--- config.mk ---
export PLATFORM = sky130hd
export DESIGN_NAME = document_writer
export DESIGN_NICKNAME = d
export VERILOG_FILES = /design/src/rtl/document_writer.sv
export SDC_FILE = /design/constraint.sdc
export NUM_CORES = 1
export LEC_CHECK = 0
export CORE_MARGIN = 1
export CORE_UTILIZATION = 44
export DETAILED_ROUTE_END_ITERATION = 8
export GPL_ROUTABILITY_DRIVEN = 1
export PLACE_DENSITY_LB_ADDON = 0.12
export SYNTH_ARGS = -nofsm -noshare
export SYNTH_HDL_FRONTEND = slang
export SYNTH_SLANG_ARGS = --single-unit
--- constraint.sdc ---
create_clock -name clk -period 5.2 [get_ports clk]
set_clock_uncertainty 0.2 [all_clocks]
set_input_delay 1.04 -clock clk [delete_from_list [all_inputs] [get_ports clk]]
set_output_delay 1.04 -clock clk [all_outputs]
set_load 0.005 [all_outputs]
--- src/rtl/document_writer.sv ---
// document_writer
//
// Turns a stream of ASCII key codes into word writes into a COLS x ROWS
// character document and keeps track of the cursor.
//
// Optional feature macro: DOC_WRITER_CLEAR_EN
//   defined   : after reset, and whenever form-feed (0x0C) is executed, the
//               whole document is swept with BLANK, one address per cycle.
//   undefined : no clear sweep; busy is tied low and 0x0C is ignored.
//
// Ports
//   clk        in   single clock, rising edge
//   rst        in   asynchronous reset, active low
//   key_valid  in   key code offered
//   key_code   in   [7:0] ASCII key code
//   key_ready  out  key accepted when key_valid && key_ready
//   doc_a      out  [8:0] document write address (row*COLS+col)
//   doc_d      out  [7:0] document write data
//   doc_we     out  document write strobe, one word per high cycle
//   cursor     out  [8:0] current cursor address
//   busy       out  high while clearing
//
// state    | meaning
// ---------+-----------------------------------------------------------
// ST_CLEAR | sweeping BLANK over the document (feature build only)
// ST_IDLE  | waiting for a key, key_ready high
// ST_EXEC  | one cycle: act on the latched key, update cursor
module document_writer #(
   parameter int         COLS  = 20,
   parameter int         ROWS  = 15,
   parameter logic [7:0] BLANK = 8'h20
) (
   input  logic       clk,
   input  logic       rst,
   input  logic       key_valid,
   input  logic [7:0] key_code,
   output logic       key_ready,
   output logic [8:0] doc_a,
   output logic [7:0] doc_d,
   output logic       doc_we,
   output logic [8:0] cursor,
   output logic       busy
);

   localparam int         TOTAL = COLS * ROWS;
   localparam logic [8:0] LAST  = 9'(TOTAL - 1);
   localparam logic [8:0] COLS9 = 9'(COLS);

   if (TOTAL > 512 || TOTAL < 1) begin : g_size_check
      $error("document_writer: COLS*ROWS must be in 1..512");
   end

   localparam logic [7:0] KEY_BS = 8'h08;
   localparam logic [7:0] KEY_CR = 8'h0D;
`ifdef DOC_WRITER_CLEAR_EN
   localparam logic [7:0] KEY_FF = 8'h0C;

   typedef enum logic [1:0] {
      ST_IDLE  = 2'd0,
      ST_EXEC  = 2'd1,
      ST_CLEAR = 2'd2
   } state_t;
   localparam state_t ST_RESET = ST_CLEAR;
`else
   typedef enum logic {
      ST_IDLE = 1'b0,
      ST_EXEC = 1'b1
   } state_t;
   localparam state_t ST_RESET = ST_IDLE;
`endif

   state_t     state;
   state_t     state_nxt;
   logic [7:0] key_q;
   logic [8:0] cursor_q;
   logic [8:0] cursor_nxt;
   logic       exec_we;
   logic [8:0] exec_a;
   logic [7:0] exec_d;
   logic [8:0] row_base;
   logic [9:0] row_next;
   logic       is_print;

`ifdef DOC_WRITER_CLEAR_EN
   // Down-counter of sweep words still to write after the current one;
   // the address being written is LAST - sweep_left, so it ascends.
   logic [8:0] sweep_left;
`endif

   // state register
   always_ff @(posedge clk or negedge rst) begin
      if (!rst) begin
         state <= ST_RESET;
      end else begin
         state <= state_nxt;
      end
   end

   // next-state logic
   always_comb begin
      state_nxt = state;
      case (state)
         ST_IDLE: begin
            if (key_valid) begin
               state_nxt = ST_EXEC;
            end
         end
         ST_EXEC: begin
            state_nxt = ST_IDLE;
`ifdef DOC_WRITER_CLEAR_EN
            if (key_q == KEY_FF) begin
               state_nxt = ST_CLEAR;
            end
`endif
         end
`ifdef DOC_WRITER_CLEAR_EN
         ST_CLEAR: begin
            if (sweep_left == 9'd0) begin
               state_nxt = ST_IDLE;
            end
         end
`endif
         default: state_nxt = ST_IDLE;
      endcase
   end

   // Key decode for the EXEC cycle. Enter jumps to the start of the next
   // row: the current row base is found by integer division, then one row
   // is added in 10 bits so a full 512-word document wraps cleanly.
   assign is_print = (key_q >= 8'h20) && (key_q <= 8'h7E);
   assign row_base = 9'((cursor_q / COLS9) * COLS9);
   assign row_next = {1'b0, row_base} + 10'(COLS);

   always_comb begin
      exec_we    = 1'b0;
      exec_a     = cursor_q;
      exec_d     = key_q;
      cursor_nxt = cursor_q;
      if (is_print) begin
         exec_we    = 1'b1;
         cursor_nxt = (cursor_q == LAST) ? 9'd0 : cursor_q + 9'd1;
      end else if (key_q == KEY_BS) begin
         if (cursor_q != 9'd0) begin
            exec_we    = 1'b1;
            exec_a     = cursor_q - 9'd1;
            exec_d     = BLANK;
            cursor_nxt = cursor_q - 9'd1;
         end
      end else if (key_q == KEY_CR) begin
         cursor_nxt = (row_next >= 10'(TOTAL)) ? 9'd0 : row_next[8:0];
      end
   end

   // datapath registers: latched key, cursor, sweep counter
   always_ff @(posedge clk or negedge rst) begin
      if (!rst) begin
         key_q    <= 8'h00;
         cursor_q <= 9'd0;
`ifdef DOC_WRITER_CLEAR_EN
         sweep_left <= LAST;
`endif
      end else begin
         case (state)
            ST_IDLE: begin
               if (key_valid) begin
                  key_q <= key_code;
               end
            end
            ST_EXEC: begin
               cursor_q <= cursor_nxt;
`ifdef DOC_WRITER_CLEAR_EN
               if (key_q == KEY_FF) begin
                  sweep_left <= LAST;
               end
`endif
            end
`ifdef DOC_WRITER_CLEAR_EN
            ST_CLEAR: begin
               if (sweep_left == 9'd0) begin
                  cursor_q <= 9'd0;
               end else begin
                  sweep_left <= sweep_left - 9'd1;
               end
            end
`endif
            default: ;
         endcase
      end
   end

   // Outputs. Gating with rst makes every output read zero for the whole
   // time reset is held, not just after the first edge, and kills a write
   // the instant reset is asserted mid-cycle.
   always_comb begin
      key_ready = 1'b0;
      doc_we    = 1'b0;
      doc_a     = 9'd0;
      doc_d     = 8'h00;
      busy      = 1'b0;
      if (rst) begin
         case (state)
            ST_IDLE: key_ready = 1'b1;
            ST_EXEC: begin
               doc_we = exec_we;
               if (exec_we) begin
                  doc_a = exec_a;
                  doc_d = exec_d;
               end
            end
`ifdef DOC_WRITER_CLEAR_EN
            ST_CLEAR: begin
               doc_we = 1'b1;
               doc_a  = LAST - sweep_left;
               doc_d  = BLANK;
               busy   = 1'b1;
            end
`endif
            default: ;
         endcase
      end
   end

   assign cursor = rst ? cursor_q : 9'd0;

endmodule

==> flow_summary.json <==
{
  "syn_area_mm2": 0.00223,
  "netlist_top_cells_count": "35 x nor2_1, 26 x nand2_1, 21 x o21ai_0, 18 x a21oi_1, 18 x dfrtp_1",
  "use_met2_pct": 36.9,
  "yosysTopAreaCell": "dfrtp_1",
  "vias": 2304,
  "num_antenna_cells": 0,
  "cp.arrival_ns": 3.18,
  "grt_start_max_net_pins": 29,
  "fin_crit_ns": 4.42,
  "grt_overflow": 0,
  "synth_top_area_share_pct": 20.2,
  "hpwl_um": 4370,
  "relSlewSlack_pct": 48.3,
  "critPathLaunch": "cursor_q[5]",
  "dr.pass1.iters": 5,
  "gp_congestion": 0.892,
  "initial_core_util_pct": 46.5,
  "crit_path_max_fanout": 24,
  "cp-start-kind": "flop",
  "drive_gt1_share_pct": 5.50,
  "root_buffer": "clkbuf_8",
  "cts_hold_buf": 0,
  "wirelength_um": 5970,
  "synth_cells": 305,
  "cts.sinks": 18,
  "die_x_um": 73.1,
  "cts_htree_levels": 1,
  "grt_pass1_wl_um": 10100,
  "numCtsBuffers": 3,
  "ys_types": 59,
  "grtUsageMet3_pct": 4.28,
  "rsz0062_at_grt": "false",
  "final_hold_viol_count": 0,
  "layout.nets": 351,
  "synth_warnings": 0,
  "routedWlPerCell_um": 15.2,
  "yosys_register_bits": 18,
  "r2r_start": "cursor_q[6]",
  "track_usage_pct": 24.2,
  "critPathCapture": "doc_a[7]",
  "fmax_mhz": 226,
  "dp_slack_ns": 0.886,
  "synth_area_leaders": "dfrtp_1 20%, ha_1 6.2%, nor2_1 5.9%, and2_1 4.8%, o21ai_0 4.7%",
  "finalMaxSlewViolations": 0,
  "yosys_most_used_dff": "dfrtp_1",
  "clkTransAtPathRegs_ns": 0.08,
  "drc": 0,
  "layout_setup_ws_ns": 0.783,
  "drt-initial-drc-count": 259,
  "post_cts_resized": 0,
  "fin_crit_sh_pct": 84.9,
  "rows": 25,
  "worstPathRequired_ns": 3.96,
  "synth_most_common_cell": "nor2_1",
  "end_kind": "output port",
  "drv_cap": 0,
  "final_core_util_pct": 55.3,
  "post_cts_buffers": 0,
  "cts_tree": "yes",
  "hold_class": "reg -> reg",
  "ys_seq_area_share_pct": 20.2,
  "grt.busiest_layer": "met2",
  "rrSetupSlack_ns": 0.88,
  "coreArea_mm2": 0.00479,
  "ant_nets": 0,
  "die_h_um": 73.1,
  "tightest_slew_ns": 0.774,
  "avgSynthCellArea_um2": 7.30,
  "async_reset_ff_share_pct": 100,
  "reg2reg_to": "cursor_q[5]",
  "clk_latency_ns": 0.26,
  "area_delta_synth_final_pct": 18.9,
  "r2r_cells": 14,
  "outcome": "completed",
  "critPathKind": "reg -> out",
  "drt-vias-per-instance": 5.85,
  "antenna_found_initial": 0,
  "grt_pass1_vias": 2011,
  "grtUsageMet1_pct": 34.9,
  "clock_path_buffers": 2,
  "ios": 40,
  "finalSetupViolations": 0,
  "finalSetupTns_ns": 0,
  "io_buffers": 37,
  "synth_edf_count": 0,
  "fp.dieArea_mm2": 0.00535
}
## sequential cells by signal (all words and copies together) (netlist names)
name and count:
state 1, cursor_q 9, key_q 8
## worst min-delay path by stage
stage / depth (start not counted) / from / to
finish: 1 / cursor_q[0] / cursor_q[0]
global route: 1 / key_q[3] / key_q[3]
CTS: 1 / key_q[3] / key_q[3]
detailed placement: 1 / key_q[3] / key_q[3]
global placement: 1 / cursor_q[0] / cursor_q[0]
floorplan: 1 / cursor_q[0] / cursor_q[0]
## worst max-delay path, stage by stage (launching register included)
cell	delay, ns
dfrtp_1	0.80
nor4_1	0.12
buf_4	0.18
nand4_1	0.17
nand3_1	0.19
or3_1	0.40
or3_1	0.32
a21oi_1	0.19
clkdlybuf4s50_1	0.54
## metrics by stage
step	area, µm²	hold slack (ns)	cells
3_3_place_gp	2590	0.329	390
2_1_floorplan	2230	0.297	306
3_5_place_dp	2590	0.348	390
6_report	2650	0.368	394
5_1_grt	2650	0.391	394
4_1_cts	2650	0.364	394
## kinds of logic (layout without fill, tap and decap cells)
group	Yosys count	count (layout)	synth area share, %
and+or+nand+nor	125	125	27.8
xor gates and xnor gates	16	16	6.30
AOI/OAI and AO/OA	88	88	27.1
DFF	18	18	20.2
buffers and inverters	37	58	7.31
other	1	2	0.168
muxes	7	7	3.54
adders and majority gates	13	13	7.53
## routing by layer
| layer | routed length (µm) | vias to the layer above |
|---|---|---|
| met3 | 402 | 11 |
| met4 | 88 | 0 |
| met2 | 2740 | 96 |
| met1 | 2740 | 1070 |
| met5 | 0 | - |
| li1 | - | 1127 |
## cells in the final DEF (no fill, tap or decap), types with 4 or more instances in the layout
cell / count
nor2b_1: 7
nor3_1: 8
and2_1: 17
o21ai_0: 21
inv_1: 15
xnor2_1: 9
o22ai_1: 5
mux2_2: 7
a22oi_1: 5
nor2_1: 35
nand4_1: 4
nand2_1: 26
or3_1: 5
a21oi_1: 18
nand3_1: 9
clkbuf_8: 4
dfrtp_1: 18
xor2_1: 7
clkdlybuf4s50_1: 37
a31oi_1: 4
ha_1: 11
a21o_1: 4
nand2b_1: 7
## cell type report
cell class,instances,area [µm²]
clock buffer,4,55.1
timing repair buffer,39,385
tap,67,83.8
multi-input combinational,251,1620
sequential,18,450
inverter,15,56.3
fill,484,2140
Power is left out: the tool's default activity adds up to more than one toggle a clock period on the data nets, which glitch-free logic cannot reach.
